### config.mk
export PLATFORM = sky130hd
export DESIGN_NAME = reg_status_table
export DESIGN_NICKNAME = d
export VERILOG_FILES = /design/src/rtl/mips_pkg.sv /design/src/rtl/rst_entry.sv /design/src/rtl/reg_status_table.sv
export SDC_FILE = /design/constraint.sdc
export NUM_CORES = 1
export LEC_CHECK = 0
export BUFFER_PORTS_ARGS = -buffer_cell sky130_fd_sc_hd__buf_2
export CORE_MARGIN = 2
export CORE_UTILIZATION = 62
export DETAILED_ROUTE_END_ITERATION = 10
export GPL_ROUTABILITY_DRIVEN = 0
export PLACE_DENSITY = 0.79
export SLEW_MARGIN = 20
export SYNTH_ARGS = -nofsm -noshare
export SYNTH_HDL_FRONTEND = slang
export SYNTH_HIERARCHICAL = 1
export SYNTH_SLANG_ARGS = --single-unit
### constraint.sdc
create_clock -name clk -period 3.46 [get_ports clk]
set_input_delay 0.346 -clock clk [delete_from_list [all_inputs] [get_ports clk]]
set_output_delay 0.346 -clock clk [all_outputs]
set_load 0.05 [all_outputs]
### src/rtl/mips_pkg.sv
// Shared MIPS front-end definitions: register-file geometry, tag width and
// the register-status-table entry payload.
package mips_pkg;

  localparam int unsigned NUM_REGS   = 32;
  localparam int unsigned TAG_W      = 4;
  localparam int unsigned REG_ADDR_W = 5;

  // One register-status-table entry: pending flag plus producing RS tag.
  typedef struct packed {
    logic             busy;
    logic [TAG_W-1:0] tag;
  } rst_entry_t;

endpackage

### src/rtl/rst_entry.sv
// Single register-status-table entry.
// Ports:
//   clk, reset      - clock, synchronous active-high reset
//   flush           - squash: drop pending state (tag kept)
//   dispatch_sel    - this register is the destination of the issuing instr
//   dispatch_tag    - producer tag recorded on dispatch
//   cdb_valid/tag   - common data bus broadcast
//   entry           - current {busy, tag}
//   hit_c           - broadcast retires this entry this cycle (dispatch-masked)
module rst_entry
  import mips_pkg::*;
(
  input  logic             clk,
  input  logic             reset,
  input  logic             flush,
  input  logic             dispatch_sel,
  input  logic [TAG_W-1:0] dispatch_tag,
  input  logic             cdb_valid,
  input  logic [TAG_W-1:0] cdb_tag,
  output rst_entry_t       entry,
  output logic             hit_c
);

  // A same-cycle dispatch installs a newer producer, so it suppresses the hit.
  always_comb begin
    hit_c = entry.busy && cdb_valid && (entry.tag == cdb_tag) && !dispatch_sel;
  end

  // Entry state: reset > flush > dispatch > CDB retire.
  always_ff @(posedge clk) begin
    if (reset) begin
      entry <= '0;
    end else if (flush) begin
      entry.busy <= 1'b0;
    end else if (dispatch_sel) begin
      entry.busy <= 1'b1;
      entry.tag  <= dispatch_tag;
    end else if (hit_c) begin
      entry.busy <= 1'b0;
    end
  end

endmodule

### src/rtl/reg_status_table.sv
// Tomasulo register status table for the 32-entry MIPS register file.
// Tracks which registers await a result and which RS tag produces it,
// retires entries on CDB broadcasts and emits a registered one-hot clear
// vector for the downstream 32-to-5 encoder.
// Ports:
//   clk, reset                   - clock, synchronous active-high reset
//   flush                        - invalidate all pending entries
//   dispatch_en/rd/tag           - destination allocation for issuing instr
//   rs_addr/rt_addr              - source read addresses
//   rs_busy/rs_tag, rt_busy/rt_tag - combinational read results (CDB-forwarded)
//   cdb_valid/cdb_tag            - common data bus broadcast
//   wen1_rst                     - registered one-hot clear vector
//   multi_match_err              - sticky: a broadcast hit more than one entry
module reg_status_table
  import mips_pkg::*;
(
  input  logic                  clk,
  input  logic                  reset,
  input  logic                  flush,
  input  logic                  dispatch_en,
  input  logic [REG_ADDR_W-1:0] dispatch_rd,
  input  logic [TAG_W-1:0]      dispatch_tag,
  input  logic [REG_ADDR_W-1:0] rs_addr,
  input  logic [REG_ADDR_W-1:0] rt_addr,
  output logic                  rs_busy,
  output logic [TAG_W-1:0]      rs_tag,
  output logic                  rt_busy,
  output logic [TAG_W-1:0]      rt_tag,
  input  logic                  cdb_valid,
  input  logic [TAG_W-1:0]      cdb_tag,
  output logic [NUM_REGS-1:0]   wen1_rst,
  output logic                  multi_match_err
);

  rst_entry_t             entries [NUM_REGS];
  logic [NUM_REGS-1:0]    dispatch_sel_c;
  logic [NUM_REGS-1:0]    hit_c;
  logic [NUM_REGS-1:0]    hit_masked_c;
  logic                   multi_hit_c;
  rst_entry_t             rs_ent_c;
  rst_entry_t             rt_ent_c;

  // Destination decode; $zero is never allocated.
  always_comb begin
    dispatch_sel_c = '0;
    if (dispatch_en && (dispatch_rd != '0)) begin
      dispatch_sel_c[dispatch_rd] = 1'b1;
    end
  end

  for (genvar i = 0; i < NUM_REGS; i++) begin : g_entry
    rst_entry u_entry (
      .clk          (clk),
      .reset        (reset),
      .flush        (flush),
      .dispatch_sel (dispatch_sel_c[i]),
      .dispatch_tag (dispatch_tag),
      .cdb_valid    (cdb_valid),
      .cdb_tag      (cdb_tag),
      .entry        (entries[i]),
      .hit_c        (hit_c[i])
    );
  end

  // Bit 0 is hard-masked so the encoder never sees a $zero clear.
  always_comb begin
    hit_masked_c = hit_c & ~NUM_REGS'(1);
    multi_hit_c  = |(hit_masked_c & (hit_masked_c - NUM_REGS'(1)));
  end

  // Clear vector and sticky multi-match flag.
  always_ff @(posedge clk) begin
    if (reset) begin
      wen1_rst        <= '0;
      multi_match_err <= 1'b0;
    end else if (flush) begin
      wen1_rst        <= '0;
    end else begin
      wen1_rst <= hit_masked_c;
      if (multi_hit_c) begin
        multi_match_err <= 1'b1;
      end
    end
  end

  // Read ports with CDB forwarding; no dispatch bypass.
  always_comb begin
    rs_ent_c = entries[rs_addr];
    rt_ent_c = entries[rt_addr];
    rs_busy  = 1'b0;
    rs_tag   = '0;
    rt_busy  = 1'b0;
    rt_tag   = '0;
    if (rs_addr != '0) begin
      rs_busy = rs_ent_c.busy && !(cdb_valid && (cdb_tag == rs_ent_c.tag));
      rs_tag  = rs_ent_c.tag;
    end
    if (rt_addr != '0) begin
      rt_busy = rt_ent_c.busy && !(cdb_valid && (cdb_tag == rt_ent_c.tag));
      rt_tag  = rt_ent_c.tag;
    end
  end

endmodule
Yosys cells after proc, flatten, opt, wreduce, memory -nomap -nowiden:

Cells that the tools add are included.

* reductions and logical operators: 206
* bitwise gates (word level): 4
* $add $sub $neg: 1
* equality and inequality tests: 34
* multiplexer cells: 77
* order comparisons: 4

Operators with widths (count)
* $eq A4 B4 Y1: 34
* $logic_and A1 B1 Y1: 102
* $mux W1: 67
* $reduce_and A2 Y1: 33
* $reduce_bool A2 Y1: 32
* $bmux W5 S5: 2
* $logic_not A1 Y1: 34
* $and A32 B32 Y32: 1
* $mux W32: 1
* $reduce_or A32 Y1: 1
* $sub A32 B1 Y32 const B: 1
* $mux W5: 4
* $reduce_bool A5 Y1: 3
* $ge A6 B6 Y1 const B: 2
* $not A5 Y6: 2
* $mux W4: 2
* $lt A5 B6 Y1 const B: 1
* $demux W1 S5: 1
* $ge A5 B1 Y1 const B: 1
* $reduce_or A2 Y1: 1
* $not A1 Y1: 1

* input bits: 28
* logic and storage cells: 393
* bits in registers: 193
* output and inout port bits: 43

Longest topological paths before layout:

* word-level depth: 11
* depth in mapped cells: 12
* depth with buffers taken out: 12

Cells and area by module:

Netlist, hierarchy kept.

By module, submodules not included
* rst_entry: area an instance 236.5 um2, times used 32, cells an instance 25, seq. area each 100.1 um2
* reg_status_table: area an instance 4325.4 um2, times used 1, cells an instance 403, seq. area each 640.6 um2

Worst setup path after synthesis:

No wires, ideal clock.

* path kind: input port to output port
* from: in rs_addr[1]
* to: out rs_busy
* arrival: 3418 ps
* slack: -304 ps
* stages: 9
* data required time: 3114 ps
* path buffers: 3
* cells stage by stage: buf_2 > buf_4 > buf_2 > mux4_2 > mux4_2 > mux2i_1 > xnor2_1 > nor3_1 > a311oi_1

* longest elaborated chain between the ends: 9
* elaborated cells on any way between the ends: 10
* those cells by class: 1 x eq/ne; 4 x mux; 1 x bitwise; 4 x reduce/logical

Ends and longest elaborated chain
* start: declaration: line reg_status_table.sv:23 `input logic [REG_ADDR_W-1:0] rs_addr,`
* $not A5 Y6 (implied by the code): line reg_status_table.sv:88 `rs_ent_c = entries[rs_addr];`
* $bmux W5 S5: line reg_status_table.sv:88
* $mux W5 (implied by the code) (2 in series): line reg_status_table.sv:88
* $eq A4 B4 Y1: line reg_status_table.sv:95 `rs_busy = rs_ent_c.busy && !(cdb_valid && (cdb_tag == rs_ent_c.tag));`
* $logic_and A1 B1 Y1: line reg_status_table.sv:95
* $logic_not A1 Y1: line reg_status_table.sv:95
* $logic_and A1 B1 Y1: line reg_status_table.sv:95
* $mux W1 *: line reg_status_table.sv:94 `if (rs_addr != '0) begin`
* end: declaration: line reg_status_table.sv:25 `output logic rs_busy,`

Every way passes the cells marked *; elsewhere a longest branch is shown, timed or not. The select of a mux whose other input is x is not followed.

Worst setup path after layout:

* from: reg g_entry[4].u_entry/entry[2] in the netlist's numbering
* to: out rs_busy

* longest elaborated chain between the ends: 8

Ends and longest elaborated chain
* start: declaration: line rst_entry.sv:20 `output rst_entry_t entry,`
* $bmux W5 S5: line reg_status_table.sv:88
* $mux W5 (implied by the code) (2 in series): line reg_status_table.sv:88
* $eq A4 B4 Y1: line reg_status_table.sv:95
* $logic_and A1 B1 Y1: line reg_status_table.sv:95
* $logic_not A1 Y1: line reg_status_table.sv:95
* $logic_and A1 B1 Y1: line reg_status_table.sv:95
* $mux W1: line reg_status_table.sv:94

No other way between the ends. The select of a mux whose other input is x is not followed.

==> qor.log <==
qor: outcome.run_status complete, no violations
qor: grt.wire_length_of_the_first_global_routing_pass 56.2 mm
qor: die.ios 71
qor: job.cap_viol_max_count 0
qor: cts.post-cts-setup-buffer-count 0
qor: cells_and_area.layout.filler_cells 1,388
qor: hold_path.min-delay-start cdb_valid
qor: sta.clock-skew-final 10.6 ps
qor: logic_synthesis.mappedNetlistArea 0.0119 mm^2
qor: sta.unrepaired_setup_endpoints_after_global_routing no
qor: power.p_leak 0.00466 uW
qor: cells_and_area.fin_cells 1,531
qor: worst_setup_path.setup.worst_path.start_class flip-flop
qor: cts.holdBufCountCts 0
qor: power.pwr_density_cell 360 mW/mm^2
qor: worst_setup_path.path_cells mux4_2 > mux4_2 > a21oi_1 > xor2_1 > a311oi_2 > buf_2
qor: sta.maximum_frequency_from_static_timing_analysis 296 MHz
qor: sta.finalHoldViolCount 0
qor: worst_setup_path.r2r-start g_entry[3].u_entry/entry[2]$_SDFFE_PP0P_
qor: cts.postCtsResizedCells 0
qor: routing.drt_wl_total 36.3 mm
qor: sta.final_period_minus_worst_setup_slack 3380 ps
qor: worst_setup_path.arrival 3030 ps
qor: die.floorplan.die.width 142 um
qor: worst_setup_path.cp_slowest_stage_delay 560 ps
qor: placed_design.portBuffers 69
qor: grt.track_usage 36.5%
qor: power.total_power 4810 uW
qor: worst_setup_path.slowest_stage mux4_2
qor: placed_design.place.detailed.instances 1,497
qor: cts.clock-sinks 192
qor: die.die_height 142 um
qor: sta.relSlewSlack 43.1%
qor: logic_synthesis.ys.warnings.count 6
qor: cells_and_area.finalNetCount 1,310
qor: worst_setup_path.critPathMostFrequentCell mux4_2
qor: worst_setup_path.crit_type reg2out
qor: routing.antenna_left 0
qor: cts.cts.path.max_buffers 2
qor: grt.grt.overflow.total 0
qor: power.vdd_drop_max 372 uV
qor: routing.via_per_inst 6.83
qor: cts.cts_htree_levels 4
qor: hold_path.hold_path.class in2reg
qor: cts.cts.clk_slew.worst_paths 80 ps
qor: grt.grt_antenna_before_repair 1
qor: sta.setup_viol 0
qor: die.fp.dieArea 0.0203 mm^2
qor: cells_and_area.drive_above_1_share 19.8%
qor: worst_setup_path.critPathRequiredTime 3110 ps
qor: worst_setup_path.worstPathMaxFanout 4
qor: routing.drt-pass1-iter-count 6
qor: sta.drv_slew 0
qor: cts.number_of_buffers_created_by_cts 17
qor: routing.post_drt_wl_per_cell 23.7 um
qor: cts.clock_insertion_delay_worst_skew 450 ps
qor: grt.grt_max_degree 66
qor: die.std_cell_rows 50
qor: cts.cts_tree done
qor: sta.layout_worst_path_cycle_share 97.6%
qor: worst_setup_path.startpoint_of_the_worst_setup_timing_path g_entry[4].u_entry/entry[2]$_SDFFE_PP0P_
qor: cts.cts-root-buf clkbuf_16
qor: placed_design.dp.final_hpwl 25.8 mm
qor: logic_synthesis.post_synth_inst_count 1,202
qor: sta.fin_setup_tns 0 ps
qor: sta.worst-slew-pin-transition 847 ps
qor: die.initial_core_utilization 63.3%
qor: logic_synthesis.avgSynthCellArea 9.89 um^2
qor: worst_setup_path.crit_path_end_kind output pin
qor: cells_and_area.layout-area-overhead-vs-synth 12.2%
qor: routing.drt-initial-drc-count 1,623
qor: grt.grt_pass1_vias 9,715
qor: sta.hold_ws 371 ps
qor: die.core_area 0.0188 mm^2
qor: routing.remaining_drc_errors 0
qor: routing.vias 10,500
critical path, delay by kind of cell (launching register included):
family	cells	cell delay [ps]
muxes	2	1050
DFF	1	400
AOI/OAI and AO/OA	2	660
buffers and inverters	1	330
xor gates and xnor gates	1	140
power by group:
group	switching (uW)	internal [uW]
sequential	14.1	2220
combinational	358	197
clock	988	1030
total	1360	3450
path summary, 6_finish.rpt:
check | end | slack, ps | cells after the start
setup / recovery | rs_busy | 80 | 6
hold / removal | g_entry[0].u_entry/entry[4]$_SDFFE_PP0P_ | 370 | 3
setup reg to reg | multi_match_err$_SDFFE_PP0P_ | 450 | 10
hold reg to reg | multi_match_err$_SDFFE_PP0P_ | 540 | 2
layout by cell type, fill, tap and decap left out, drive strengths merged, types with 4 or more instances in the layout:
master and count:
clkbuf 17, and2 32, or3 6, nand3 40
nor3 76, xnor2 100, clkinv 5, o22ai 7
mux4 84, conb 4, o31ai 4, inv 12
dfxtp 192, o31a 32, a211oi 5, o221ai 4
o21ai 6, nand2 13, xor2 33, mux2i 156
nor2 215, nand2b 6, a21oi 8, nor4 4
nand3b 34, nor2b 38, buf 123
layout make-up:
class                           instances  area [um^2]  area share (%)
Tap cell                              234          293            2.20
Inverter                                4         15.0           0.113
Clock inverter                         15          165            1.24
Sequential cell                       192         3840            28.8
Antenna cell                            2         5.00          0.0375
Timing Repair Buffer                  123          853            6.40
Multi-Input combinational cell        944         7730            58.0
Clock buffer                           17          425            3.19
sequential cells by signal, indices dropped and copies added (netlist names):
signal / count
wen1_rst: 31
g_entry.u_entry/entry: 160
multi_match_err: 1
through the flow:
stage | instance area [um^2] | util, % | setup slack (ps)
final | 13300 | 71.0 | 81.9
after global routing | 13300 | 71.0 | 21.2
after CTS | 13300 | 71.0 | 89.7
after detailed placement | 12700 | 67.8 | 117
after global placement | 12700 | 67.8 | 165
after floorplan | 11900 | - | 227
layer usage:
layer	vias to the layer above	global-route usage (%)	wire length, um
met5	-	0	0
met4	0	12.5	1370
met3	125	8.78	4720
met2	803	55.9	16100
met1	5003	50.9	14100
li1	4526	-	-
(Power assumes the default switching activity.)
